<file path="config.mk">
export PLATFORM = sky130hd
export DESIGN_NAME = microcode_sequencer_flat
export DESIGN_NICKNAME = d
export VERILOG_FILES = /design/src/rtl/microcode_sequencer_if.sv /design/src/rtl/microcode_sequencer.sv /design/src/flat_wrapper.sv
export SDC_FILE = /design/constraint.sdc
export NUM_CORES = 2
export LEC_CHECK = 0
export CAP_MARGIN = 5
export CORE_ASPECT_RATIO = 1.2
export CORE_MARGIN = 8
export CORE_UTILIZATION = 40
export CTS_CLUSTER_SIZE = 16
export DETAILED_ROUTE_END_ITERATION = 10
export GPL_ROUTABILITY_DRIVEN = 0
export SYNTH_ARGS = -nofsm -noshare
export SYNTH_HDL_FRONTEND = slang
export SYNTH_SLANG_ARGS = --single-unit
</file>
<file path="constraint.sdc">
create_clock -name clk -period 9.15 [get_ports clk]
set_input_delay 0.915 -clock clk [delete_from_list [all_inputs] [get_ports clk]]
set_output_delay 0.915 -clock clk [all_outputs]
set_load 0.01 [all_outputs]
</file>
<file path="src/rtl/microcode_sequencer_if.sv">
// Bus bundle for the microcode sequencer: decode-side inputs,
// control-store write port and the registered control-word outputs.
interface microcode_sequencer_if #(
    parameter int CTRL_WIDTH = 32,
    parameter int ADDR_WIDTH = 5,
    parameter int OPC_WIDTH  = 4
);
    localparam int W = CTRL_WIDTH + 3 + ADDR_WIDTH;

    logic                  start;
    logic                  stall;
    logic [OPC_WIDTH-1:0]  opcode;
    logic                  zflag;
    logic                  wr_en;
    logic [ADDR_WIDTH-1:0] wr_addr;
    logic [W-1:0]          wr_data;
    logic [W-1:0]          cs;
    logic [ADDR_WIDTH-1:0] upc;
    logic                  busy;
    logic                  stk_err;

    modport master (
        output start, stall, opcode, zflag, wr_en, wr_addr, wr_data,
        input  cs, upc, busy, stk_err
    );

    modport slave (
        input  start, stall, opcode, zflag, wr_en, wr_addr, wr_data,
        output cs, upc, busy, stk_err
    );
endinterface

</file>
<file path="src/rtl/microcode_sequencer.sv">
// Microprogram sequencer: writable control store, micro-PC, return
// stack and zero-penalty next-address selection from the current word.
module microcode_sequencer #(
    parameter int CTRL_WIDTH    = 32,
    parameter int ADDR_WIDTH    = 5,
    parameter int OPC_WIDTH     = 4,
    parameter int DISPATCH_BASE = 2,
    parameter int STACK_DEPTH   = 4
) (
    input  logic clk,
    input  logic rst,
    microcode_sequencer_if.slave bus
);
    localparam int W     = CTRL_WIDTH + 3 + ADDR_WIDTH;
    localparam int DEPTH = 2 ** ADDR_WIDTH;
    localparam int SPW   = $clog2(STACK_DEPTH + 1);
    localparam int IW    = (STACK_DEPTH > 1) ? $clog2(STACK_DEPTH) : 1;

    localparam logic [2:0] M_NEXT = 3'b000;
    localparam logic [2:0] M_JUMP = 3'b001;
    localparam logic [2:0] M_DISP = 3'b010;
    localparam logic [2:0] M_BRZ  = 3'b011;
    localparam logic [2:0] M_BRNZ = 3'b100;
    localparam logic [2:0] M_CALL = 3'b101;
    localparam logic [2:0] M_RET  = 3'b110;
    localparam logic [2:0] M_HALT = 3'b111;

    typedef enum logic {S_IDLE, S_RUN} state_t;

    state_t                r_state, w_state_nxt;
    logic [W-1:0]          r_mem [0:DEPTH-1];
    logic [ADDR_WIDTH-1:0] r_stk [0:(2**IW)-1];
    logic [SPW-1:0]        r_sp;
    logic [ADDR_WIDTH-1:0] r_upc;
    logic [W-1:0]          r_cs;
    logic                  r_err;

    logic [OPC_WIDTH-1:0]  w_opc;
    logic [2:0]            w_mode;
    logic [ADDR_WIDTH-1:0] w_na, w_inc, w_disp, w_nxt;
    logic [IW-1:0]         w_top, w_wptr;
    logic                  w_push, w_pop, w_serr, w_halt;
    logic                  w_adv, w_launch;

    assign w_opc    = bus.opcode;
    assign w_mode   = r_cs[ADDR_WIDTH+2:ADDR_WIDTH];
    assign w_na     = r_cs[ADDR_WIDTH-1:0];
    assign w_inc    = r_upc + ADDR_WIDTH'(1);
    assign w_disp   = ADDR_WIDTH'(DISPATCH_BASE) + ADDR_WIDTH'(w_opc);
    assign w_top    = IW'(r_sp - SPW'(1));
    assign w_wptr   = IW'(r_sp);
    assign w_adv    = (r_state == S_RUN) && !bus.stall;
    assign w_launch = (r_state == S_IDLE) && bus.start;

    // Next micro-address and stack side effects from the current word
    always_comb begin
        w_nxt  = w_inc;
        w_push = 1'b0;
        w_pop  = 1'b0;
        w_serr = 1'b0;
        w_halt = 1'b0;
        case (w_mode)
            M_NEXT: w_nxt = w_inc;
            M_JUMP: w_nxt = w_na;
            M_DISP: w_nxt = w_disp;
            M_BRZ:  w_nxt = bus.zflag ? w_na : w_inc;
            M_BRNZ: w_nxt = bus.zflag ? w_inc : w_na;
            M_CALL: begin
                w_nxt = w_na;
                if (r_sp == SPW'(STACK_DEPTH)) w_serr = 1'b1;
                else                           w_push = 1'b1;
            end
            M_RET: begin
                if (r_sp == '0) begin
                    w_nxt  = '0;
                    w_serr = 1'b1;
                end else begin
                    w_nxt = r_stk[w_top];
                    w_pop = 1'b1;
                end
            end
            M_HALT: w_halt = 1'b1;
            default: w_nxt = w_inc;
        endcase
    end

    // FSM state register
    always_ff @(posedge clk or posedge rst) begin
        if (rst) r_state <= S_IDLE;
        else     r_state <= w_state_nxt;
    end

    // FSM next state: start launches, a consumed HALT word stops
    always_comb begin
        w_state_nxt = r_state;
        case (r_state)
            S_IDLE:  if (bus.start) w_state_nxt = S_RUN;
            S_RUN:   if (w_adv && w_halt) w_state_nxt = S_IDLE;
            default: w_state_nxt = S_IDLE;
        endcase
    end

    // FSM outputs
    always_comb begin
        bus.busy    = (r_state == S_RUN);
        bus.cs      = r_cs;
        bus.upc     = r_upc;
        bus.stk_err = r_err;
    end

    // Micro-PC, control word, stack pointer and sticky error
    always_ff @(posedge clk or posedge rst) begin
        if (rst) begin
            r_upc <= '0;
            r_cs  <= '0;
            r_sp  <= '0;
            r_err <= 1'b0;
        end else if (w_launch) begin
            r_upc <= '0;
            r_cs  <= r_mem[0];
        end else if (w_adv) begin
            if (w_halt) begin
                r_cs <= '0;
            end else begin
                r_upc <= w_nxt;
                r_cs  <= r_mem[w_nxt];
            end
            if (w_push) r_sp <= r_sp + SPW'(1);
            if (w_pop)  r_sp <= r_sp - SPW'(1);
            if (w_serr) r_err <= 1'b1;
        end
    end

    // Return-address storage, written on a successful push
    always_ff @(posedge clk) begin
        if (w_adv && w_push) r_stk[w_wptr] <= w_inc;
    end

    // Control store write port; reads above see the pre-write word
    always_ff @(posedge clk) begin
        if (bus.wr_en) r_mem[bus.wr_addr] <= bus.wr_data;
    end
endmodule

</file>
<file path="src/flat_wrapper.sv">
// flat-port wrapper written by rule: the top's interface ports become plain ports
module microcode_sequencer_flat 
#(
    parameter int CTRL_WIDTH    = 32,
    parameter int ADDR_WIDTH    = 5,
    parameter int OPC_WIDTH     = 4,
    parameter int DISPATCH_BASE = 2,
    parameter int STACK_DEPTH   = 4
)
  (clk, rst, bus_start, bus_stall, bus_opcode, bus_zflag, bus_wr_en, bus_wr_addr, bus_wr_data, bus_cs, bus_upc, bus_busy, bus_stk_err);
  microcode_sequencer_if #(.CTRL_WIDTH(CTRL_WIDTH), .ADDR_WIDTH(ADDR_WIDTH), .OPC_WIDTH(OPC_WIDTH)) bus_i ();
  input  logic clk;
  input  logic rst;
  input wire logic [$bits(bus_i.start)-1:0] bus_start;
  input wire logic [$bits(bus_i.stall)-1:0] bus_stall;
  input wire logic [$bits(bus_i.opcode)-1:0] bus_opcode;
  input wire logic [$bits(bus_i.zflag)-1:0] bus_zflag;
  input wire logic [$bits(bus_i.wr_en)-1:0] bus_wr_en;
  input wire logic [$bits(bus_i.wr_addr)-1:0] bus_wr_addr;
  input wire logic [$bits(bus_i.wr_data)-1:0] bus_wr_data;
  output wire logic [$bits(bus_i.cs)-1:0] bus_cs;
  output wire logic [$bits(bus_i.upc)-1:0] bus_upc;
  output wire logic [$bits(bus_i.busy)-1:0] bus_busy;
  output wire logic [$bits(bus_i.stk_err)-1:0] bus_stk_err;
  assign bus_i.start = bus_start;
  assign bus_i.stall = bus_stall;
  assign bus_i.opcode = bus_opcode;
  assign bus_i.zflag = bus_zflag;
  assign bus_i.wr_en = bus_wr_en;
  assign bus_i.wr_addr = bus_wr_addr;
  assign bus_i.wr_data = bus_wr_data;
  assign bus_cs = bus_i.cs;
  assign bus_upc = bus_i.upc;
  assign bus_busy = bus_i.busy;
  assign bus_stk_err = bus_i.stk_err;
  microcode_sequencer #(.CTRL_WIDTH(CTRL_WIDTH), .ADDR_WIDTH(ADDR_WIDTH), .OPC_WIDTH(OPC_WIDTH), .DISPATCH_BASE(DISPATCH_BASE), .STACK_DEPTH(STACK_DEPTH)) u_core (.clk(clk), .rst(rst), .bus(bus_i));
endmodule
</file>
Yosys cells after proc, flatten, opt, wreduce, memory -nomap -nowiden
Memory sizes are Yosys's and may differ from the RTL's.
Index checks and enable logic that the tools add are counted.
{"block": "op_classes", "n_addsub": 4, "n_eq_ne": 9, "muxes": 27, "bitwise": 2, "n_reduce_logical": 12}
{"op": "$mux W40", "n": 3}
{"op": "$mux W5", "n": 6}
{"op": "$pmux W5 S5", "n": 1}
{"op": "$eq A3 B3 Y1 const B", "n": 5}
{"op": "$mux W1", "n": 13}
{"op": "$eq A3 B2 Y1 const B", "n": 2}
{"op": "$mux W3", "n": 2}
{"op": "$reduce_and A3 Y1", "n": 2}
{"op": "$add A2 B4 Y5 const A", "n": 1}
{"op": "$add A5 B1 Y5 const B", "n": 1}
{"op": "$logic_and A1 B1 Y1", "n": 4}
{"op": "$pmux W1 S2", "n": 2}
{"op": "$reduce_bool A2 Y1", "n": 2}
{"op": "$add A3 B1 Y3 const B", "n": 1}
{"op": "$eq A3 B1 Y1 const B", "n": 1}
{"op": "$logic_not A3 Y1", "n": 1}
{"op": "$sub A3 B1 Y3 const B", "n": 1}
{"op": "$ne A2 B2 Y1 const B", "n": 1}
{"op": "$not A1 Y1", "n": 2}
{"op": "$reduce_and A2 Y1", "n": 1}
{"op": "$reduce_or A2 Y1", "n": 1}
{"op": "$logic_not A1 Y1", "n": 1}
{"block": "totals", "register_bits": 50, "ramBits": 1300, "inputBits": 55, "out_inout_bits": 47, "wordCells": 61, "mem_count": 2}
{"name": "u_core.r_mem", "depth": 32, "word_bits": 40, "read_ports": 2, "rd_clocked_by_memory_dff": 0, "write_ports": 1, "line_no": "microcode_sequencer.sv:31", "text": "logic [W-1:0] r_mem [0:DEPTH-1];"}
{"name": "u_core.r_stk", "depth": 4, "word_bits": 5, "read_ports": 1, "rd_clocked_by_memory_dff": 0, "write_ports": 1, "line_no": "microcode_sequencer.sv:32", "text": "logic [ADDR_WIDTH-1:0] r_stk [0:(2**IW)-1];"}

Depth between registers and ports, before layout
An unclocked memory read counts as a cell.
{"block": "depth", "ltp_word": 8, "depth_mapped": 16}

Worst setup path after synthesis
Ideal clock, no wire load.
{"block": "synth_timing", "path_type": "input to register", "startpoint": "input bus_wr_addr[1]", "endpoint": "memory u_core.r_mem[24][0] in the netlist's numbering (enable)", "setup_ns": 0.437, "t_arrival_ns": 3.259, "t_required_ns": 8.713, "path_slack_ns": 5.454, "cell_stages": 3, "n_path_buf": 1, "cell_sequence": "or3b_2 clkbuf_1 nor2_1"}
{"element": "start, declared", "line_no": "flat_wrapper.sv:19", "text": "input wire logic [$bits(bus_i.wr_addr)-1:0] bus_wr_addr;"}
{"element": "end, declared", "line_no": "microcode_sequencer.sv:31"}
Straight into the memory's write port.

Worst setup path in the final report
{"block": "layout_timing", "startpoint": "register u_core.r_sp[0]", "endpoint": "register u_core.r_cs[23] (netlist: u_core.bus.cs[23])"}
{"block": "layout_via", "elab_chain_len": 8, "elab_cells_between_ends": 9}
{"element": "start, declared", "line_no": "microcode_sequencer.sv:33", "text": "logic [SPW-1:0] r_sp;"}
{"element": "start signal, assigned", "line_no": "microcode_sequencer.sv:128", "text": "if (w_push) r_sp <= r_sp + SPW'(1);"}
{"element": "start signal, assigned", "line_no": "microcode_sequencer.sv:129", "text": "if (w_pop) r_sp <= r_sp - SPW'(1);"}
{"element": "$sub A3 B1 Y3", "line_no": "microcode_sequencer.sv:50", "text": "assign w_top = IW'(r_sp - SPW'(1));"}
{"element": "$mem_v2 Z4 W5"}
{"element": "$mux W5 (*)", "line_no": "microcode_sequencer.sv:74", "text": "if (r_sp == '0) begin"}
{"element": "$pmux W5 S5 (*)", "line_no": "microcode_sequencer.sv:62", "text": "case (w_mode)"}
{"element": "$mem_v2 Z32 W40 (*)"}
{"element": "$mux W40 (*)", "line_no": "microcode_sequencer.sv:122", "text": "if (w_halt) begin"}
{"element": "$mux W40 (*)", "line_no": "microcode_sequencer.sv:121", "text": "end else if (w_adv) begin"}
{"element": "$mux W40 (*)", "line_no": "microcode_sequencer.sv:118", "text": "end else if (w_launch) begin"}
{"element": "end signal, assigned", "line_no": "microcode_sequencer.sv:120", "text": "r_cs <= r_mem[0];"}
{"element": "end signal, assigned", "line_no": "microcode_sequencer.sv:126", "text": "r_cs <= r_mem[w_nxt];"}
{"element": "end, declared", "line_no": "microcode_sequencer.sv:35", "text": "logic [W-1:0] r_cs;"}
Mark *: on every way between the ends. The rest lies on a longest branch, timed or not. The select of a mux whose other input is x is not followed.
A chain may end at the register's enable or synchronous reset.

==> impl_metrics.json <==
{
  "final_cell_count_no_fill": 5616,
  "postRouteAntennaNets": 0,
  "synth_area_leaders": "edfxtp_1 (73%), nand2_1 (5.8%), a311oi_1 (2.4%)",
  "die_y_um": 416.8,
  "ys_seq_area_frac": 0.7525,
  "worstSetupStartpointType": "register",
  "ys_dominant_reg_cell": "edfxtp_1",
  "cts_buffers": 135,
  "syn_nets": 3729,
  "period_share": 0.5284,
  "htreeDepth": 4,
  "postCtsResizedCells": 0,
  "synth_common_cells": "edfxtp_1 (1300), nand2_1 (822), a21oi_1 (164), a311oi_1 (148), clkbuf_1 (120)",
  "ys_seq_elements": 1350,
  "critical_path_class": "register to register",
  "fin_skew_ps": 30.40,
  "period_minus_slack_ps": 4835,
  "setup_viol_count_final": 0,
  "met2_length_um": 74140,
  "cts_tree": "built",
  "cp.required_ps": 9780,
  "critical_path.most_common_cell": "nand3_1",
  "outcome": "finished, final reports clean",
  "routed_wl_um": 152200,
  "grt_pass1_wl_um": 219600,
  "multiInputGateArea_um2": 12300,
  "routed_via_density": 5.826,
  "grt_usage": 0.2030,
  "wl_met3_um": 12120,
  "num-nets-final": 3774,
  "fill_cells": 11570,
  "place_hpwl_um": 74780,
  "critPathMaxFanout": 61,
  "synth_top_area_frac": 0.7292,
  "grt_overflow_total": 0,
  "path_cells": "inv_1, ha_1, mux4_2, a221o_4, buf_4, and2_1, nand3_1, o2111ai_1, nand3_1, and3_1",
  "num_rows": 147,
  "start_util": 0.4015,
  "hold_viol": 0,
  "max-clock-path-buffers": 3,
  "portBuffers": 101,
  "drtIter0Drc": 3951,
  "firstDrtPassIters": 7,
  "grt_pass1_vias": 31500,
  "placedCellCount": 5363,
  "drive_gt1_frac": 0.08839,
  "post_synth_inst_count": 3667,
  "grt_max_degree": 173,
  "ir_drop_uv": 485.9,
  "post_cts_buffers": 0,
  "p_leak_nw": 19.79,
  "slowest_delay_ps": 960,
  "ioPinCount": 102,
  "fin_tns_setup_ps": 0,
  "highest_layer": "met5",
  "drc": 0,
  "synth_largest_area_cell": "edfxtp_1",
  "maxCapViolations": 0,
  "wl_per_cell_um": 27.10,
  "core_um2": 133300,
  "synthArstFlopShare": 0.03704,
  "syn_area_um2": 53540,
  "clkLatencyLatePin_ps": 750,
  "die_area_um2": 145900,
  "clk_pin_slew_ps": 60,
  "r2r_slack_ps": 4320,
  "min_path_type": "register to register",
  "met1_length_um": 61190,
  "syn_avg_cell_area_um2": 14.60,
  "die_w_um": 350.0,
  "yosysMostFrequentCell": "edfxtp_1",
  "fmax_mhz": 206.8,
  "slowest_stage": "and2_1",
  "synth_edf_count": 1300,
  "finalPower_mw": 22.28,
  "crit_arrival_ps": 5460,
  "cts_hold_buffers": 0,
  "path_delay_family": "simple AND/OR/NAND/NOR gates",
  "p_per_area_nw_per_um2": 366.3,
  "antenna_found_initial": 9,
  "critPathBufInv": 2,
  "drv_slew": 0,
  "rsz0062_at_grt": "no",
  "regArea_um2": 40290,
  "vias": 32720,
  "synth_cell_type_count": 55,
  "cts_root_buf": "clkbuf_16",
  "crit_path_end_kind": "register",
  "slew_headroom": 0.1658,
  "cts_sinks": 1350,
  "syn_to_final_growth_pct": 13.60,
  "worstMarginPinSlew_ps": 1248,
  "yosysWarnings": 0
}
==> layer usage <==
metal / global-route usage / vias to the layer above
met5: 0 / -
met4: 0.06429 / 4
met3: 0.03314 / 289
met2: 0.3373 / 1423
met1: 0.2729 / 16780
li1: - / 14230
==> worst reg2reg max path: stages (launching register included) <==
cell	delay (ps)
dfrtp_1	650
inv_1	170
ha_1	520
mux4_2	310
a221o_4	720
buf_4	790
and2_1	970
nand3_1	180
o2111ai_1	180
nand3_1	90
and3_1	150
==> metrics by stage <==
| stage | hold WS [ps] | utilization | worst slack [ps] | instance area [µm²] |
|---|---|---|---|---|
| 2_1_floorplan | 484.3 | - | 5454 | 53540 |
| 3_3_place_gp | 453.9 | 0.4235 | 4030 | 56470 |
| 3_5_place_dp | 468.8 | 0.4235 | 3928 | 56470 |
| 4_1_cts | 483.3 | 0.4560 | 4343 | 60810 |
| 5_1_grt | 521.3 | 0.4560 | 3984 | 60810 |
| 6_report | 474.6 | 0.4561 | 4315 | 60820 |
==> report_power, final <==
| group | internal (mW) | switching [mW] |
|---|---|---|
| combinational | 3.16 | 6.46 |
| clock | 3.13 | 2.30 |
| sequential | 6.99 | 0.221 |
| total | 13.3 | 8.99 |
==> placed cells by master (no fill, tap or decap), types with 6 or more instances in the layout <==
cell type and instances:
ha_1 7, edfxtp_1 1300, a22oi_1 26, buf_12 9
nand2b_1 6, clkdlybuf4s50_1 101, o2111ai_1 14, nand3_1 80
and3_1 79, mux2i_1 65, a211oi_1 110, buf_4 57
and2_1 103, or4_1 24, mux4_2 29, clkinv_2 16
o21ai_0 61, a31oi_1 68, inv_6 6, a22o_1 17
bufinv_16 7, inv_1 7, nand4_1 33, nor2_4 33
nand2_1 822, o22a_1 24, clkbuf_1 43, dfrtp_1 50
clkinv_1 18, a221oi_1 60, a311oi_1 148, clkbuf_16 140
nor2_1 14, a21oi_1 164, clkbuf_8 14
==> registers in the layout (all words and copies together) (netlist names) <==
signal / count
u_core.bus.cs: 40
u_core.bus.stk_err: 1
u_core.r_sp: 3
u_core.bus.busy: 1
u_core.bus.upc: 5
u_core.r_mem: 1280
u_core.r_stk: 20
==> path summary, 6_finish.rpt <==
check,endpoint,from,cells after the start
min in group asynchronous,u_core.r_sp[0],rst,3
hold reg to reg,u_core.bus.stk_err,u_core.bus.stk_err,1
hold / removal,u_core.bus.stk_err,u_core.bus.stk_err,1
setup / recovery,u_core.bus.cs[23],u_core.r_sp[0],10
max in group asynchronous,u_core.bus.cs[13],rst,3
setup reg to reg,u_core.bus.cs[23],u_core.r_sp[0],10
==> final cells by class <==
type,count,share of cell area
sequential,1350,0.6625
multi-input combinational,2050,0.2022
clock buffer,197,0.06343
tap,1788,0.03678
timing repair buffer,167,0.02662
clock inverter,52,0.007838
inverter,8,0.0005143
antenna,4,0.0001646
==> kinds of logic (layout without fill, tap and decap cells) <==
logic type      after synthesis  in the layout  synth area share
fa+ha+maj                     7              7          0.001636
simple gates               1232           1232            0.1022
other cells                   0              4                 0
mux                          96             96           0.02477
flops                      1350           1350            0.7525
xor+xnor                      6              6         0.0009816
compound gates              709            709           0.09444
buf+inv                     267            424           0.02342
(Power assumes the default switching activity.)
